<file path="src/rtl/hazard_control_if.sv">
// Hazard control bus: ID/EX hazard sources in, pipeline enables/flushes and
// statistics out. The slave side is the hazard control unit; the master side
// is the pipeline that feeds it and obeys its enables.
interface hazard_control_if #(
  parameter int REG_ADDR_W = 5,
  parameter int CNT_W      = 16
);
  logic [REG_ADDR_W-1:0] IF_ID_RS1;
  logic [REG_ADDR_W-1:0] IF_ID_RS2;
  logic                  IF_ID_UseRS1;
  logic                  IF_ID_UseRS2;
  logic                  ID_EX_MemRead;
  logic [REG_ADDR_W-1:0] ID_EX_Rd;
  logic                  EX_BranchTaken;
  logic                  Mem_Busy;
  logic                  PCWrite;
  logic                  IF_ID_Write;
  logic                  IF_ID_Flush;
  logic                  ID_EX_Flush;
  logic                  Pipe_Hold;
  logic [CNT_W-1:0]      Stall_Count;
  logic [CNT_W-1:0]      Flush_Count;
  logic [CNT_W-1:0]      Hold_Count;

  modport master (
    output IF_ID_RS1, IF_ID_RS2, IF_ID_UseRS1, IF_ID_UseRS2,
           ID_EX_MemRead, ID_EX_Rd, EX_BranchTaken, Mem_Busy,
    input  PCWrite, IF_ID_Write, IF_ID_Flush, ID_EX_Flush, Pipe_Hold,
           Stall_Count, Flush_Count, Hold_Count
  );

  modport slave (
    input  IF_ID_RS1, IF_ID_RS2, IF_ID_UseRS1, IF_ID_UseRS2,
           ID_EX_MemRead, ID_EX_Rd, EX_BranchTaken, Mem_Busy,
    output PCWrite, IF_ID_Write, IF_ID_Flush, ID_EX_Flush, Pipe_Hold,
           Stall_Count, Flush_Count, Hold_Count
  );
endinterface

</file>
<file path="src/rtl/hazard_control_unit.sv">
// Stall/flush controller for hazards forwarding cannot cover: load-use
// bubbles, taken-branch squash and data-memory wait (full hold).
// Priority each cycle: reset, Mem_Busy, EX_BranchTaken, LU_STALL, load-use.
// Optional statistics counters are built only when HAZARD_STATS_EN is defined;
// otherwise the counter ports are tied to zero.
module hazard_control_unit #(
  parameter int STALL_CYCLES = 1,
  parameter int REG_ADDR_W   = 5,
  parameter int CNT_W        = 16
) (
  input  logic            clk,
  input  logic            reset,
  hazard_control_if.slave hz
);
  typedef enum logic {RUN = 1'b0, LU_STALL = 1'b1} state_t;

  localparam logic [REG_ADDR_W-1:0] REG_X0     = '0;
  localparam logic [CNT_W-1:0]      CNT_ZERO   = '0;
  localparam logic [3:0]            BUBBLES_P1 = 4'(STALL_CYCLES - 1);

  state_t     state, state_nxt;
  logic [3:0] remain, remain_nxt;
  logic       lu;

  // A load in EX writing a non-x0 register that the ID instruction reads
  assign lu = hz.ID_EX_MemRead && (hz.ID_EX_Rd != REG_X0) &&
              ((hz.IF_ID_UseRS1 && (hz.ID_EX_Rd == hz.IF_ID_RS1)) ||
               (hz.IF_ID_UseRS2 && (hz.ID_EX_Rd == hz.IF_ID_RS2)));

  // State and remaining-bubble register
  always_ff @(posedge clk) begin
    if (reset) begin
      state  <= RUN;
      remain <= 4'd0;
    end else begin
      state  <= state_nxt;
      remain <= remain_nxt;
    end
  end

  // Prioritised next-state and combinational pipeline controls
  always_comb begin
    state_nxt      = state;
    remain_nxt     = remain;
    hz.PCWrite     = 1'b1;
    hz.IF_ID_Write = 1'b1;
    hz.IF_ID_Flush = 1'b0;
    hz.ID_EX_Flush = 1'b0;
    hz.Pipe_Hold   = 1'b0;
    if (reset) begin
      hz.PCWrite     = 1'b0;
      hz.IF_ID_Write = 1'b0;
      hz.IF_ID_Flush = 1'b1;
      hz.ID_EX_Flush = 1'b1;
    end else if (hz.Mem_Busy) begin
      // Freeze everything; the stall is stretched, no bubble is consumed
      hz.PCWrite     = 1'b0;
      hz.IF_ID_Write = 1'b0;
      hz.Pipe_Hold   = 1'b1;
    end else if (hz.EX_BranchTaken) begin
      // Squash wins over load-use: the dependent consumer is discarded
      hz.IF_ID_Flush = 1'b1;
      hz.ID_EX_Flush = 1'b1;
      state_nxt      = RUN;
      remain_nxt     = 4'd0;
    end else if (state == LU_STALL) begin
      hz.PCWrite     = 1'b0;
      hz.IF_ID_Write = 1'b0;
      hz.ID_EX_Flush = 1'b1;
      if (remain == 4'd1) begin
        state_nxt  = RUN;
        remain_nxt = 4'd0;
      end else begin
        remain_nxt = remain - 4'd1;
      end
    end else if (lu) begin
      hz.PCWrite     = 1'b0;
      hz.IF_ID_Write = 1'b0;
      hz.ID_EX_Flush = 1'b1;
      if (STALL_CYCLES > 1) begin
        state_nxt  = LU_STALL;
        remain_nxt = BUBBLES_P1;
      end
    end
  end

`ifdef HAZARD_STATS_EN
  localparam logic [CNT_W-1:0] CNT_ONE = {{(CNT_W-1){1'b0}}, 1'b1};

  logic [CNT_W-1:0] stall_cnt, flush_cnt, hold_cnt;
  logic             stall_evt, flush_evt, hold_evt;

  function automatic logic [CNT_W-1:0] sat_inc(input logic [CNT_W-1:0] v);
    return (v == {CNT_W{1'b1}}) ? v : v + CNT_ONE;
  endfunction

  assign stall_evt = !hz.Mem_Busy && !hz.EX_BranchTaken && ((state == LU_STALL) || lu);
  assign flush_evt = !hz.Mem_Busy && hz.EX_BranchTaken;
  assign hold_evt  = hz.Mem_Busy;

  // Saturating event counters
  always_ff @(posedge clk) begin
    if (reset) begin
      stall_cnt <= CNT_ZERO;
      flush_cnt <= CNT_ZERO;
      hold_cnt  <= CNT_ZERO;
    end else begin
      if (stall_evt) stall_cnt <= sat_inc(stall_cnt);
      if (flush_evt) flush_cnt <= sat_inc(flush_cnt);
      if (hold_evt)  hold_cnt  <= sat_inc(hold_cnt);
    end
  end

  assign hz.Stall_Count = stall_cnt;
  assign hz.Flush_Count = flush_cnt;
  assign hz.Hold_Count  = hold_cnt;
`else
  assign hz.Stall_Count = CNT_ZERO;
  assign hz.Flush_Count = CNT_ZERO;
  assign hz.Hold_Count  = CNT_ZERO;
`endif
endmodule

</file>
<file path="src/flat_wrapper.sv">
// flat-port wrapper written by rule: the top's interface ports become plain ports
module hazard_control_unit_flat 
#(
  parameter int STALL_CYCLES = 1,
  parameter int REG_ADDR_W   = 5,
  parameter int CNT_W        = 16
)
  (clk, reset, hz_IF_ID_RS1, hz_IF_ID_RS2, hz_IF_ID_UseRS1, hz_IF_ID_UseRS2, hz_ID_EX_MemRead, hz_ID_EX_Rd, hz_EX_BranchTaken, hz_Mem_Busy, hz_PCWrite, hz_IF_ID_Write, hz_IF_ID_Flush, hz_ID_EX_Flush, hz_Pipe_Hold, hz_Stall_Count, hz_Flush_Count, hz_Hold_Count);
  hazard_control_if #(.REG_ADDR_W(REG_ADDR_W), .CNT_W(CNT_W)) hz_i ();
  input  logic clk;
  input  logic reset;
  input wire logic [$bits(hz_i.IF_ID_RS1)-1:0] hz_IF_ID_RS1;
  input wire logic [$bits(hz_i.IF_ID_RS2)-1:0] hz_IF_ID_RS2;
  input wire logic [$bits(hz_i.IF_ID_UseRS1)-1:0] hz_IF_ID_UseRS1;
  input wire logic [$bits(hz_i.IF_ID_UseRS2)-1:0] hz_IF_ID_UseRS2;
  input wire logic [$bits(hz_i.ID_EX_MemRead)-1:0] hz_ID_EX_MemRead;
  input wire logic [$bits(hz_i.ID_EX_Rd)-1:0] hz_ID_EX_Rd;
  input wire logic [$bits(hz_i.EX_BranchTaken)-1:0] hz_EX_BranchTaken;
  input wire logic [$bits(hz_i.Mem_Busy)-1:0] hz_Mem_Busy;
  output wire logic [$bits(hz_i.PCWrite)-1:0] hz_PCWrite;
  output wire logic [$bits(hz_i.IF_ID_Write)-1:0] hz_IF_ID_Write;
  output wire logic [$bits(hz_i.IF_ID_Flush)-1:0] hz_IF_ID_Flush;
  output wire logic [$bits(hz_i.ID_EX_Flush)-1:0] hz_ID_EX_Flush;
  output wire logic [$bits(hz_i.Pipe_Hold)-1:0] hz_Pipe_Hold;
  output wire logic [$bits(hz_i.Stall_Count)-1:0] hz_Stall_Count;
  output wire logic [$bits(hz_i.Flush_Count)-1:0] hz_Flush_Count;
  output wire logic [$bits(hz_i.Hold_Count)-1:0] hz_Hold_Count;
  assign hz_i.IF_ID_RS1 = hz_IF_ID_RS1;
  assign hz_i.IF_ID_RS2 = hz_IF_ID_RS2;
  assign hz_i.IF_ID_UseRS1 = hz_IF_ID_UseRS1;
  assign hz_i.IF_ID_UseRS2 = hz_IF_ID_UseRS2;
  assign hz_i.ID_EX_MemRead = hz_ID_EX_MemRead;
  assign hz_i.ID_EX_Rd = hz_ID_EX_Rd;
  assign hz_i.EX_BranchTaken = hz_EX_BranchTaken;
  assign hz_i.Mem_Busy = hz_Mem_Busy;
  assign hz_PCWrite = hz_i.PCWrite;
  assign hz_IF_ID_Write = hz_i.IF_ID_Write;
  assign hz_IF_ID_Flush = hz_i.IF_ID_Flush;
  assign hz_ID_EX_Flush = hz_i.ID_EX_Flush;
  assign hz_Pipe_Hold = hz_i.Pipe_Hold;
  assign hz_Stall_Count = hz_i.Stall_Count;
  assign hz_Flush_Count = hz_i.Flush_Count;
  assign hz_Hold_Count = hz_i.Hold_Count;
  hazard_control_unit #(.STALL_CYCLES(STALL_CYCLES), .REG_ADDR_W(REG_ADDR_W), .CNT_W(CNT_W)) u_core (.clk(clk), .reset(reset), .hz(hz_i));
endmodule
</file>
<file path="config.mk">
export PLATFORM = sky130hd
export DESIGN_NAME = hazard_control_unit_flat
export DESIGN_NICKNAME = d
export VERILOG_FILES = /design/src/rtl/hazard_control_if.sv /design/src/rtl/hazard_control_unit.sv /design/src/flat_wrapper.sv
export SDC_FILE = /design/constraint.sdc
export NUM_CORES = 1
export LEC_CHECK = 0
export ABC_AREA = 1
export CAP_MARGIN = 20
export CELL_PAD_IN_SITES_DETAIL_PLACEMENT = 0
export CELL_PAD_IN_SITES_GLOBAL_PLACEMENT = 1
export CORE_MARGIN = 2
export CORE_UTILIZATION = 20
export DETAILED_ROUTE_END_ITERATION = 6
export PLACE_DENSITY_LB_ADDON = 0.1
export SLEW_MARGIN = 20
export SYNTH_ARGS = -nofsm -noshare
export SYNTH_HDL_FRONTEND = slang
export SYNTH_SLANG_ARGS = --single-unit
</file>
<file path="constraint.sdc">
create_clock -name clk -period 1.5 [get_ports clk]
set_input_delay 0.3 -clock clk [delete_from_list [all_inputs] [get_ports clk]]
set_output_delay 0.3 -clock clk [all_outputs]
set_load 0.05 [all_outputs]
</file>
======== After elaboration in Yosys (flattened, before gate mapping) ========
Cells that the tools add are included.
W data, S select, Z words.
word-level totals
  register bits ........................... 5
  logic and storage cells ................. 36
cells by class
  add/sub/neg operators ................... 1
  eq/ne operators ......................... 3
  mux-type cells .......................... 21
  bitwise operators ....................... 1
  reductions and logical operators ........ 8
operator list
  kind                   number
  $mux W1                18
  $mux W4                3
  $eq A5 B5 Y1           2
  $reduce_bool A5 Y1     1
  $eq A4 B1 Y1 const B   1
  $logic_and A1 B1 Y1    4
  $sub A4 B1 Y4 const B  1
  $reduce_and A2 Y1      1
  $reduce_bool A2 Y1     1
  $logic_or A1 B1 Y1     1
  $not A1 Y1             1

======== Logic depth before layout (Yosys ltp) ========
  depth after elaboration ................. 9
  depth in mapped cells ................... 10
  gate-level depth less buffers ........... 9

======== Worst setup path after synthesis ========
Ideal clock, no wire load.
  path kind ............................... input to output
  from .................................... input port hz_ID_EX_Rd[3]
  to ...................................... output port hz_PCWrite
  arrival ................................. 1.898 ns
  required time ........................... 1.200 ns
  path slack .............................. -0.698 ns
  stages .................................. 8
  buffers on the path ..................... 1
  cell sequence ........................... inv_1 -> nand4_1 -> o21ai_0 -> inv_1 -> nand2_1 -> nand2_1 -> a21oi_1 -> buf_4
between the ends
  word-level cells in the longest chain between the ends .. 9
  elaborated cells on any way between the ends .. 13
ends and longest elaborated chain
  what                                           RTL line                                              text
  start, declared                                flat_wrapper.sv:17                                    input wire logic [$bits(hz_i.ID_EX_Rd)-1:0] hz_ID_EX_Rd;
  $eq A5 B5 Y1, on equally long branches         hazard_control_unit.sv:27, hazard_control_unit.sv:28
  $logic_and A1 B1 Y1, on equally long branches  hazard_control_unit.sv:27, hazard_control_unit.sv:28
  $logic_or A1 B1 Y1                             hazard_control_unit.sv:27                             ((hz.IF_ID_UseRS1 && (hz.ID_EX_Rd == hz.IF_ID_RS1)) ||
  $logic_and A1 B1 Y1 *                          hazard_control_unit.sv:26                             assign lu = hz.ID_EX_MemRead && (hz.ID_EX_Rd != REG_X0) &&
  $mux W1 * (5 in series)                        --
  end, declared                                  flat_wrapper.sv:20                                    output wire logic [$bits(hz_i.PCWrite)-1:0] hz_PCWrite;
Mark *: on every way between the ends. The rest lies on a longest branch, timed or not.

======== Final worst setup path ========
  from .................................... input port hz_IF_ID_RS2[2]
  to ...................................... output port hz_IF_ID_Write
between the ends
  word-level cells in the longest chain between the ends .. 9
ends and longest elaborated chain
  what                 RTL line                   text
  start, declared      flat_wrapper.sv:13         input wire logic [$bits(hz_i.IF_ID_RS2)-1:0] hz_IF_ID_RS2;
  $eq A5 B5 Y1         hazard_control_unit.sv:28  (hz.IF_ID_UseRS2 && (hz.ID_EX_Rd == hz.IF_ID_RS2)));
  $logic_and A1 B1 Y1  hazard_control_unit.sv:28
  $logic_or A1 B1 Y1   hazard_control_unit.sv:27
  $logic_and A1 B1 Y1  hazard_control_unit.sv:26
  $mux W1              hazard_control_unit.sv:76  end else if (lu) begin
  $mux W1              hazard_control_unit.sv:66  end else if (state == LU_STALL) begin
  $mux W1              hazard_control_unit.sv:60  end else if (hz.EX_BranchTaken) begin
  $mux W1              hazard_control_unit.sv:55  end else if (hz.Mem_Busy) begin
  $mux W1              hazard_control_unit.sv:50  if (reset) begin
  end, declared        flat_wrapper.sv:21         output wire logic [$bits(hz_i.IF_ID_Write)-1:0] hz_IF_ID_Write;
Every way passes these cells.

==> flow_summary.toml <==
[clocking]
cts_buffer_depth = 2
cts-hold-fix-buffers = 0
maximum_level_of_the_cts_h_tree = 1
clock-root-buffer = "clkbuf_8"
cts_inserted_buffers = 3
worst_skew_pair_latency_ps = 220
number_of_sinks_on_the_clock_net = 5
tritoncts = "done"
clk_transition_reported_paths_ps = 40

[worst_hold_path]
worstHoldPathType = "reg2reg"

[run]
cap_violations = 0

[floorplanning]
core.rowCount = 24
initial_core_util = 0.207
top_level_ports = 75
die_area_um2 = 5020
floorplan.die.height_um = 70.8
coreArea_um2 = 4320
fp.dieW_um = 70.8

[global_route]
use_met3 = 0.0328
grt_overflow = 0
use_met1 = 0.0798
grt_pass1_vias = 678
pin_count_of_the_biggest_net_entering_global_routing = 6
global_route_wire_length_before_repair_um = 2910
antenna_found_initial = 0
globalRouteTotalUtil = 0.0707
grt_util_met2 = 0.130
gr-max-usage-layer = "met2"

[finish]
num_antenna_cells = 0
flow.area_growth_from_synthesis_pct = 37.8
final-instance-count-excl-fill = 237
layout-drive-gt1-share = 0.324
final_nets = 210
postLayoutCellArea_um2 = 1230

[route]
remaining_drc_errors = 0
post_drt_wl_per_cell_um = 7.98
initialDrtViolationCount = 17
post_drt_via_cell_ratio = 3.41
vias = 808
detail_route.wirelength_um = 1890
drt_pass1_iterations = 4
detail-route-antenna-nets = 0

[yosys]
synthesis.instances = 148
ys_seq_elements = 5
synth.top_cells.by_count = "49 x buf_4, 34 x nand2_1, 23 x inv_1"
biggest_area_consumer_among_synthesized_cells = "buf_4"
synthDominantCellAreaShare = 0.412
syn_avg_cell_area_um2 = 6.04
yosysMostFrequentCell = "buf_4"
synth_flop_cell = "dfxtp_1"
yosysWarningCount = 0
yosysSeqAreaShare = 0.112
netlist-cell-type-count = 22
asyncSetResetFlopFracSynth = 0
synth_area_leaders = "buf_4 41%, nand2_1 14%, dfxtp_1 11%, inv_1 9.7%, nor2_1 5.0%"
synth_edf_count = 0
syn-cell-area_um2 = 893

[worst_setup_path]
critPathCaptureType = "output port"
critical_path.max_fanout = 2
worstSetupPathType = "in2out"
type_of_origin_of_the_critical_path = "primary input"
arrival_ps = 1270
worstPathRequired_ps = 1200

[run_status]
failed_checks = "negative setup slack"
outcome = "finished with violations"

[power_and_ir_drop]
power.density_cell_area_nw_per_um2 = 741
cellLeakagePower_nw = 0.701
total_power_mw = 0.912
worst_ir_drop_vdd_mv = 0.362

[sta]
slew_violations = 0
fmaxAchievable_ghz = 0.636
finalHoldViolations = 0
timing.final.setup_violations = 3
post-route-period-util = 1.05
finalWorstPathRequiredPeriod_ps = 1570
grt_setup_unrepaired = "yes"
fin_tns_setup_ps = -182
worst_clock_skew_ps = 0.994
setup_ws_ps = -72.2

[placed_design]
place_hpwl_um = 1680
area_of_placed_instances_um2 = 1160
placed_cells_incl_taps = 233
port_buffers = 26
routabilityCongestion = 0.796
where the power goes:
group	switching (mW)	internal, mW	total (mW)
clock	0.0660	0.182	0.248
combinational	0.391	0.125	0.516
sequential	0.00592	0.142	0.147
flip-flops by register name, indices dropped and copies added (netlist names):
name / cells
u_core.remain: 4
u_core.state: 1
logic make-up after synthesis:
family / share of synthesized area
buffers and inverters: 0.521
AND/OR/NAND/NOR: 0.242
AO/OA/AOI/OAI: 0.0826
flip-flops: 0.112
adder cells (fa/ha/maj): 0.0280
XOR/XNOR: 0.00981
other: 0.00420
cells in the final DEF, fill, tap and decap left out, drive strengths merged:
cell type and n:
a22o 1, nand3 3, xor2 1, conb 48, clkbuf 4, ha 2, nand4 1, dlygate4sd2 3
nor2 12, nor4 1, a31oi 1, nand2 35, a21oi 3, buf 29, o21ai 4, a211oi 1
nor3 2, clkdlybuf4s15 3, inv 25, clkinv 1, dfxtp 5
cell type report:
class | count | area [um2]
Clock buffer | 4 | 45.0
Timing Repair Buffer | 35 | 354
Inverter | 26 | 110
Multi-Input combinational cell | 115 | 557
Fill cell | 502 | 3090
Sequential cell | 5 | 100
Tap cell | 52 | 65.1
routing by layer:
metal,wire length [um],vias up
li1,-,419
met1,745,352
met2,970,37
met3,177,0
met4,0,0
met5,0,-
what timing repair did:
action | in CTS | in global routing
gates resized for setup | 96 | 12
endpoints found under the setup margin | 5 | 4
pin swaps | 22 | 8
buffers inserted | 0 | 0
metrics by stage:
stage / util / setup WS, ps / hold WS [ps]
finish: 0.285 / -72.2 / 512
global route: 0.285 / -163 / 557
CTS: 0.278 / -106 / 519
detailed placement: 0.267 / -573 / 510
global placement: 0.267 / -583 / 509
floorplan: - / -217 / 373
final timing paths:
check	from	end	slack [ps]	cells past startpoint
max	hz_IF_ID_RS2[2]	hz_IF_ID_Write	-70	11
max reg2reg	u_core.remain[1]$_SDFFE_PP0P_	u_core.remain[3]$_SDFFE_PP0P_	260	7
min	u_core.remain[1]$_SDFFE_PP0P_	u_core.remain[1]$_SDFFE_PP0P_	510	1
min reg2reg	u_core.remain[1]$_SDFFE_PP0P_	u_core.remain[1]$_SDFFE_PP0P_	510	1
worst max-delay path: stages:
cell,delay [ps]
buf_2,110
inv_2,60
nand2_4,40
nand2_2,60
nor2_2,30
nand3_1,80
nand2_1,70
nand2_2,90
nand2_2,70
a21oi_4,200
buf_12,160
(Power assumes the default switching activity.)
